File: src/rtl/gated_counter_pkg.sv
// Shared definitions for the gated up/down counter pair.
// Holds the common state encoding used by the down-counter FSM and the
// default counter width shared by both counters.
// No ports: this file only provides localparams.
package gated_counter_pkg;

  // Default width for both the up-counter and the down-counter.
  localparam int DEFAULT_WIDTH = 4;

  // FSM state encoding, kept as plain constants so older code can use it.
  localparam logic [1:0] STATE_IDLE = 2'b00;
  localparam logic [1:0] STATE_RUN  = 2'b01;
  localparam logic [1:0] STATE_DONE = 2'b10;

endpackage : gated_counter_pkg

File: src/rtl/gated_down_counter.sv
// Loadable down-counter used as a programmable timeout / interval timer.
// A start value is taken through a valid/ready handshake while idle. The
// count then decrements on every edge where 'enable' is high. Reaching zero
// produces a one-cycle 'done' pulse. With AUTO_RELOAD set, the last accepted
// value is reloaded after each expiry, so the timer runs continuously.
//
// Ports:
//   clk        - clock, all logic on the rising edge
//   rst        - synchronous active-high reset, highest priority
//   enable     - count gate, only honoured while running
//   load_valid - load request
//   load_value - start value, sampled when the handshake completes
//   load_ready - high while idle (a load can be accepted)
//   count      - remaining count (registered)
//   busy       - high while running
//   done       - one-cycle terminal-count pulse
module gated_down_counter
  import gated_counter_pkg::*;
#(
  parameter int WIDTH       = DEFAULT_WIDTH,
  parameter int AUTO_RELOAD = 0
) (
  input  logic             clk,
  input  logic             rst,
  input  logic             enable,
  input  logic             load_valid,
  input  logic [WIDTH-1:0] load_value,
  output logic             load_ready,
  output logic [WIDTH-1:0] count,
  output logic             busy,
  output logic             done
);

  localparam logic [WIDTH-1:0] ONE  = {{(WIDTH-1){1'b0}}, 1'b1};
  localparam logic [WIDTH-1:0] ZERO = '0;

  logic [1:0]       r_state;
  logic [WIDTH-1:0] r_count;
  logic [WIDTH-1:0] r_reload;

  logic [1:0]       w_nextState;
  logic [WIDTH-1:0] w_nextCount;
  logic [WIDTH-1:0] w_nextReload;
  logic             w_loadAccept;

  // Loads are only accepted while idle, so load_ready doubles as the gate.
  assign w_loadAccept = load_valid && (r_state == STATE_IDLE);

  // Next-state logic for the state, count and reload registers.
  // A zero load skips RUN and expires immediately. RUN never decrements
  // from zero because it leaves on the 1 -> 0 step.
  always_comb begin
    w_nextState  = r_state;
    w_nextCount  = r_count;
    w_nextReload = r_reload;
    unique case (r_state)
      STATE_IDLE: begin
        if (w_loadAccept) begin
          w_nextCount  = load_value;
          w_nextReload = load_value;
          w_nextState  = (load_value != ZERO) ? STATE_RUN : STATE_DONE;
        end
      end
      STATE_RUN: begin
        if (enable) begin
          if (r_count > ONE) begin
            w_nextCount = r_count - ONE;
          end else begin
            w_nextCount = ZERO;
            w_nextState = STATE_DONE;
          end
        end
      end
      STATE_DONE: begin
        // A zero reload value must not restart the timer, or it would
        // bounce between RUN and DONE with nothing to count.
        if ((AUTO_RELOAD != 0) && (r_reload != ZERO)) begin
          w_nextCount = r_reload;
          w_nextState = STATE_RUN;
        end else begin
          w_nextState = STATE_IDLE;
        end
      end
      default: begin
        w_nextState = STATE_IDLE;
        w_nextCount = ZERO;
      end
    endcase
  end

  always_ff @(posedge clk) begin
    if (rst) begin
      r_state  <= STATE_IDLE;
      r_count  <= ZERO;
      r_reload <= ZERO;
    end else begin
      r_state  <= w_nextState;
      r_count  <= w_nextCount;
      r_reload <= w_nextReload;
    end
  end

  // All outputs are decoded from the registered state only.
  assign load_ready = (r_state == STATE_IDLE);
  assign busy       = (r_state == STATE_RUN);
  assign done       = (r_state == STATE_DONE);
  assign count      = r_count;

endmodule : gated_down_counter
File: config.mk
export PLATFORM = sky130hd
export DESIGN_NAME = gated_down_counter
export DESIGN_NICKNAME = d
export VERILOG_FILES = /design/src/rtl/gated_counter_pkg.sv /design/src/rtl/gated_down_counter.sv
export SDC_FILE = /design/constraint.sdc
export NUM_CORES = 1
export LEC_CHECK = 0
export ABC_AREA = 0
export CORE_MARGIN = 3
export CORE_UTILIZATION = 25
export CTS_CLUSTER_SIZE = 20
export DETAILED_ROUTE_END_ITERATION = 7
export PLACE_DENSITY = 0.59
export SLEW_MARGIN = 20
export SYNTH_ARGS = -nofsm -noshare
export SYNTH_HDL_FRONTEND = slang
export SYNTH_SLANG_ARGS = --single-unit
File: constraint.sdc
create_clock -name clk -period 4.19 [get_ports clk]
set_input_delay 0.838 -clock clk [delete_from_list [all_inputs] [get_ports clk]]
set_output_delay 0.838 -clock clk [all_outputs]
set_load 0.03 [all_outputs]
Word level (Yosys, flattened, before mapping)
Cells that the tools add are included.

Logic and storage cells: 24. Bits in latches: 0. Output and inout bits: 7. Memories kept: 0. Bits in read-only memories: 0. RAM bits: 0. Register bits after elaboration: 6.

Order comparisons: 1. Shift operators: 0. Reduce and logical (&&, ||, !) cells: 5. Divide/modulo/power cells: 0. $add $sub $neg: 1. Mux-type cells: 9. $mul: 0. Bitwise operators: 1. Eq/ne operators: 5.

Operators with widths (count): two-way mux 4 bit (3); one-hot mux 4 bit (3 select lines) (1); two-way mux 2 bit (4); AND reduction 3 bit (2); > comparator 4 x 1 -> 1 bit, second input constant (1); != test 2 bit, second input constant (2); one-hot mux 2 bit (2 select lines) (1); nonzero test 4 bit (1); subtractor 4 x 1 -> 4 bit, second input constant (1); == test 2 x 1 -> 1 bit, second input constant (1); == test 2 bit, second input constant (1); logical NOT 2 bit (1); != test 2 x 1 -> 1 bit, second input constant (1); logical AND 1 bit (1); inverter 1 bit (1).

Depth between registers and ports, before layout
Gate-level depths: netlist of the first run.

Depth in word-level cells: 4. Mapped depth: 6. Gate-level depth less buffers: 6.

Worst setup path after synthesis of the first run
No wires, ideal clock.

Kind: reg-to-output. Start point: register r_state[0]. End point: output load_ready. Arrival time: 873 ps. Required time: 3352 ps. Buffers on the path: 1. Stages on the path, launching flop included: 3. Slack: 2479 ps. Cell sequence: dfxtp_1 buf_6 nor2_1.

Cells in the longest elaborated chain, start to end: 1.

Ends and longest elaborated chain: from (decl) (RTL line gated_down_counter.sv:37) `logic [1:0] r_state;`; from (signal assigned) (RTL line gated_down_counter.sv:97) `r_state <= w_nextState;`; logical NOT 2 bit (RTL line gated_down_counter.sv:104) `assign load_ready = (r_state == STATE_IDLE);`; to (decl) (RTL line gated_down_counter.sv:28) `output logic load_ready,`.

Every way passes these cells.

Final worst setup path of the first run
Start point: register r_state[0]. End point: output busy.

Cells in the longest elaborated chain, start to end: 1.

Ends and longest elaborated chain: == test 2 x 1 -> 1 bit (RTL line gated_down_counter.sv:105) `assign busy = (r_state == STATE_RUN);`; to (decl) (RTL line gated_down_counter.sv:30) `output logic busy,`.

Every way passes these cells.

==> flow_summary.json, run 1 <==
{
  "cts_tree": "built",
  "fmax_ghz": 0.390,
  "antenna_found_initial": 0,
  "synthToLayoutAreaGrowth_pct": 42.1,
  "initial_core_util_pct": 28.9,
  "min-delay-start": "count[1]$_SDFFE_PP0P_",
  "yosys-top-cells-count": "6 x dfxtp_1, 6 x nor2_1, 5 x nand2_1",
  "powerDensity_nw_per_um2": 346,
  "relSlewSlack_pct": 75.1,
  "io_pins": 15,
  "final_antenna_net_count": 0,
  "synth_top_family_by_area": "simple AND/OR/NAND/NOR gates",
  "die_y_um": 46.2,
  "syn-cell-area_um2": 404,
  "path_max_fanout": 11,
  "ys.flop_type": "dfxtp_1",
  "reg2reg_depth": 6,
  "hold_path_class": "flop to flop",
  "grt_first_pass_wirelength_mm": 1.70,
  "clk_pin_slew_ns": 0.05,
  "cts.sinks": 6,
  "synth_area_leaders": "dfxtp_1 30%, ha_1 6.2%, nor2_1 5.6%, nand2_1 4.6%, nand2b_1 4.6%",
  "postSynthCellCount": 47,
  "crit_chain": "nor2b_1 -> clkdlybuf4s50_1",
  "core_area_um2": 1400,
  "period_share_pct": 61.2,
  "grt_usage_pct": 11.7,
  "max_cap_violations": 0,
  "synth_cell_types": 25,
  "critPathArrivalTime_ns": 1.73,
  "yosys.area.top_type": "dfxtp_1",
  "die_w_um": 46.2,
  "cts_max_path_buffers": 2,
  "crit_type": "flop to primary output",
  "vias_per_cell": 5.28,
  "yosys.area_share.simple_pct": 32.2,
  "final_max_slew_viol_count": 0,
  "synth_edf_count": 0,
  "routed_wl_mm": 1.03,
  "stdcell_area_um2": 574,
  "crit_path_end_kind": "primary output",
  "worstReg2RegEnd": "count[3]$_SDFFE_PP0P_",
  "synth-async-reset-ratio_pct": 0,
  "critPathLaunchType": "flop",
  "post_cts_buffers": 0,
  "ctsHoldBuffers": 0,
  "rsz0062_at_grt": "no",
  "grt_overflow": 0,
  "synth_compound_area_share_pct": 24.8,
  "synth_fp_nets": 57,
  "worstMarginPinSlew_ns": 0.370,
  "grt_pass1_vias": 390,
  "stdcell_count": 78,
  "ir_drop_mv": 0.103,
  "finalSetupTns_ns": 0,
  "dpl_cell_area_um2": 552,
  "final_nets": 75,
  "drive_above_1_share_pct": 7.94,
  "yosys.area_share.adder_pct": 6.19,
  "insertion_delay_ns": 0.26,
  "fillCellCount": 140,
  "drtPass1Iterations": 4,
  "cp.required_ns": 3.35,
  "crit_path_max_incr_delay_ns": 0.70,
  "numCtsBuffers": 3,
  "fin_skew_ns": 0.00481,
  "grt_max_degree": 12,
  "gp_congestion": 0.754,
  "antenna_cells": 0,
  "vias": 412,
  "synth_mux_area_share_pct": 2.48,
  "ys_warn_count": 0,
  "reg2reg_slack_ns": 2.72,
  "fp.dieArea_um2": 2130,
  "layout_min_cycle_time_ns": 2.57,
  "cts-root-buf": "clkbuf_4",
  "post_drt_wl_per_cell_um": 13.2,
  "fp-row-count": 13,
  "yosysSeqAreaShare_pct": 29.7,
  "setup_viol": 0,
  "cpMaxStageDelayCell": "clkdlybuf4s50_1",
  "hold_end": "count[1]$_SDFFE_PP0P_",
  "cts-resized-gates": 0,
  "hpwl_um": 786,
  "final_util_pct": 41.1,
  "crit_family": "buffers and inverters",
  "p_leak_nw": 0.229,
  "status": "completed",
  "path_buf_inv": 1,
  "synth_top_cell_area_share_pct": 29.7,
  "io_buffers": 14,
  "synth_seq_cells": 6,
  "htree_num_levels": 1,
  "timing.rr.start": "count[0]$_SDFFE_PP0P_",
  "synthXorXnorAreaFrac_pct": 0,
  "drt_iter0_markers": 7,
  "route.detailed.drc": 0,
  "hold_viol_final": 0,
  "dp_cells": 75,
  "avgSynthCellArea_um2": 8.60,
  "holdPathStages": 2
}
[metrics by stage]
step                worst slack [ns]  total power [mW]  hold WS [ns]
floorplan                       2.48             0.115         0.483
global placement                1.94             0.142         0.535
detailed placement              1.90             0.142         0.543
CTS                             1.63             0.200         0.552
global route                    1.55             0.208         0.581
finish                          1.62             0.199         0.544
[final cells by class]
| type | instances | area (um^2) | share of cell area (%) |
|---|---|---|---|
| clock buffer | 3 | 22.5 | 3.92 |
| inverter | 2 | 7.51 | 1.31 |
| multi-input combinational | 38 | 265 | 46.2 |
| sequential | 6 | 120 | 20.9 |
| tap | 15 | 18.8 | 3.27 |
| timing repair buffer | 14 | 140 | 24.4 |
[report_power, final]
group          total, mW  internal (mW)  switching (mW)
clock network     0.0582         0.0327          0.0255
registers         0.0734         0.0629          0.0104
logic             0.0672         0.0324          0.0349
[layer usage]
layer | GRT usage [%] | part of all wire, %
met3 | 4.30 | 6.6
met4 | 8.52 | 2.2
met1 | 14.4 | 47
met5 | 0 | 0
met2 | 16.5 | 44
[worst max-delay path by stage]
stage / depth (start not counted) / slack [ns] / startpoint / endpoint
floorplan: 2 / 2.48 / r_state[0]$_SDFFE_PP0P_ / load_ready
global placement: 2 / 1.94 / r_state[0]$_SDFFE_PP0P_ / busy
detailed placement: 2 / 1.90 / r_state[0]$_SDFFE_PP0P_ / busy
CTS: 2 / 1.63 / r_state[0]$_SDFFE_PP0P_ / busy
global route: 2 / 1.55 / r_state[0]$_SDFFE_PP0P_ / busy
finish: 2 / 1.62 / r_state[0]$_SDFFE_PP0P_ / busy
[state kept, by name, summed over array words and instances (netlist names)]
register / cells
r_state: 2
count: 4
[logic make-up (layout without fill, tap and decap cells)]
family / count (synthesis) / in the layout
and+or+nand+nor: 23 / 23
DFF: 6 / 6
buffers and inverters: 3 / 19
muxes: 1 / 1
adders and majority gates: 2 / 2
AOI/OAI and AO/OA: 12 / 12
[cell usage in the layout, fill, tap and decap left out]
master           count
inv_1                2
nor3_1               1
a211o_1              2
a22o_1               1
o31ai_2              1
o31ai_1              1
and4bb_1             1
nor3_2               1
mux2i_1              1
o2bb2ai_1            1
o21bai_1             1
clkdlybuf4s50_1     14
and4b_1              1
nand2b_1             3
or4_1                1
nor2b_1              3
nor4_1               1
dfxtp_1              6
clkbuf_4             3
o22ai_1              1
ha_1                 2
o31a_1               1
nand2_1              5
a21oi_1              1
o221ai_1             2
nor2_1               6
[worst min-delay path, stage by stage, from the launching register on]
cell and delay (ns):
dfxtp_1 0.38, nand2_1 0.07, o221ai_1 0.06
(Power assumes the default switching activity.)
==> inputs of run 2 (changes only) <==
clock period = 2.5 ns   (was 4.19 ns; I/O delays follow)
==> run 2 against run 1 <==
  * Worst setup slack got worse by 1.3 ns
  * Core utilization unchanged
  * Total power increased by 68%
  * Global-route usage decreased by 0.088 points
  * Sequential share of layout area unchanged
  * Clock skew decreased by 0.0033 ns
  * Critical path depth unchanged
  * Critical path type unchanged
==> flow_summary.json, run 2 (synthesized netlist as in run 1, its figures left out) <==
{
  "p_leak_nw": 0.229,
  "worstSetupEndpoint": "busy",
  "max_cap_violations": 0,
  "hpwl_um": 776,
  "cts_tree": "built",
  "route.detailed.drc": 0,
  "timing.rr.start": "count[0]$_SDFFE_PP0P_",
  "ir_drop_mv": 0.210,
  "post-place-ws_ns": 0.547,
  "synthToLayoutAreaGrowth_pct": 42.1,
  "reg2reg_depth": 6,
  "status": "completed",
  "drtPass1Iterations": 4,
  "antenna_found_initial": 0,
  "final_cell_mix": "14 x clkdlybuf4s50_1, 6 x nor2_1, 6 x dfxtp_1",
  "path_max_fanout": 11,
  "largest_reg_flops": 4,
  "final_util_pct": 41.1,
  "post_drt_wl_per_cell_um": 12.9,
  "cts-root-buf": "clkbuf_4",
  "insertion_delay_ns": 0.25,
  "cpMaxStageDelayCell": "clkdlybuf4s50_1",
  "powerDensity_nw_per_um2": 581,
  "fp.dieArea_um2": 2130,
  "critPathLaunchType": "flop",
  "initial_core_util_pct": 28.9,
  "crit_type": "flop to primary output",
  "cts_max_path_buffers": 2,
  "die_w_um": 46.2,
  "grt_max_degree": 12,
  "cp.required_ns": 2.00,
  "final_antenna_net_count": 0,
  "cts-resized-gates": 0,
  "core_area_um2": 1400,
  "fmax_ghz": 0.450,
  "numCtsBuffers": 3,
  "hold_viol_final": 0,
  "worstMarginPinSlew_ns": 0.387,
  "cts.sinks": 6,
  "register_area_um2": 120,
  "vias_per_cell": 5.31,
  "setup_viol": 0,
  "setup_ws_ns": 0.278,
  "antenna_cells": 0,
  "gp_congestion": 0.754,
  "hold_path_class": "flop to flop",
  "layout_min_cycle_time_ns": 2.22,
  "fp-row-count": 13,
  "fillCellCount": 148,
  "dp_cells": 75,
  "vias": 414,
  "final_nets": 75,
  "layout_commonest_cell": "clkdlybuf4s50_1",
  "die_y_um": 46.2,
  "stdcell_count": 78,
  "fin_skew_ns": 0.00155,
  "drive_above_1_share_pct": 7.94,
  "stdcell_area_um2": 574,
  "reg2reg_slack_ns": 1.01,
  "post_cts_buffers": 0,
  "critPathLaunch": "r_state[0]$_SDFFE_PP0P_",
  "grt_first_pass_wirelength_mm": 1.71,
  "crit_path_end_kind": "primary output",
  "io_buffers": 14,
  "drt_iter0_markers": 10,
  "critPathArrivalTime_ns": 1.72,
  "grt_pass1_vias": 380,
  "multi_input_area_um2": 265,
  "htree_num_levels": 1,
  "dpl_cell_area_um2": 552,
  "period_share_pct": 88.9,
  "rsz0062_at_grt": "no",
  "relSlewSlack_pct": 74.0,
  "grt_usage_pct": 11.6,
  "ctsHoldBuffers": 0,
  "worstReg2RegEnd": "count[3]$_SDFFE_PP0P_",
  "finalSetupTns_ns": 0,
  "routed_wl_mm": 1.01,
  "final_max_slew_viol_count": 0,
  "crit_chain": "nor2b_1 -> clkdlybuf4s50_1",
  "grt_overflow": 0,
  "crit_path_max_incr_delay_ns": 0.70,
  "clk_pin_slew_ns": 0.05,
  "io_pins": 15
}
==> run 2: cell counts in the layout (fill, tap and decap cells not counted) <==
No cell type changed its count.
==> run 2: cell type report <==
cell class                 instances  share of cell area (%)
sequential                         6                    20.9
inverter                           2                    1.31
multi-input combinational         38                    46.2
tap                               15                    3.27
clock buffer                       3                    3.92
timing repair buffer              14                    24.4
==> run 2: report_power, final <==
part,internal [mW],leakage (nW),switching [mW]
clock network,0.0549,0.0138,0.0432
logic,0.0543,0.166,0.0586
registers,0.105,0.0493,0.0174
total,0.215,0.229,0.119
==> run 2: worst min path at each step <==
stage	from	endpoint	slack, ns	cells after the start
2_1_floorplan	r_state[1]$_SDFFE_PP0P_	r_state[0]$_SDFFE_PP0P_	0.48	1
3_3_place_gp	count[1]$_SDFFE_PP0P_	count[1]$_SDFFE_PP0P_	0.54	2
4_1_cts	count[1]$_SDFFE_PP0P_	count[1]$_SDFFE_PP0P_	0.55	2
3_5_place_dp	count[1]$_SDFFE_PP0P_	count[1]$_SDFFE_PP0P_	0.54	2
6_report	count[1]$_SDFFE_PP0P_	count[1]$_SDFFE_PP0P_	0.55	2
5_1_grt	r_state[1]$_SDFFE_PP0P_	r_state[0]$_SDFFE_PP0P_	0.58	1
==> run 2: through the flow <==
step                      total power [mW]  hold slack (ns)
after floorplan                      0.194            0.483
after global placement               0.238            0.541
after detailed placement             0.238            0.540
after CTS                            0.338            0.551
after global routing                 0.356            0.584
final                                0.334            0.549
==> run 2: critical path: cells and delay by family, from the launching register on <==
kind,cells,cell delay (ns)
buffers and inverters,1,0.70
DFF,1,0.50
and+or+nand+nor,1,0.26
==> run 2: per-layer routing <==
| layer | vias to the layer above | share of wire, % | GRT usage [%] |
|---|---|---|---|
| met5 | - | 0 | 0 |
| met3 | 5 | 5.9 | 2.73 |
| li1 | 213 | - | - |
| met1 | 184 | 49 | 16.6 |
| met2 | 12 | 42 | 14.6 |
| met4 | 0 | 3.2 | 8.52 |
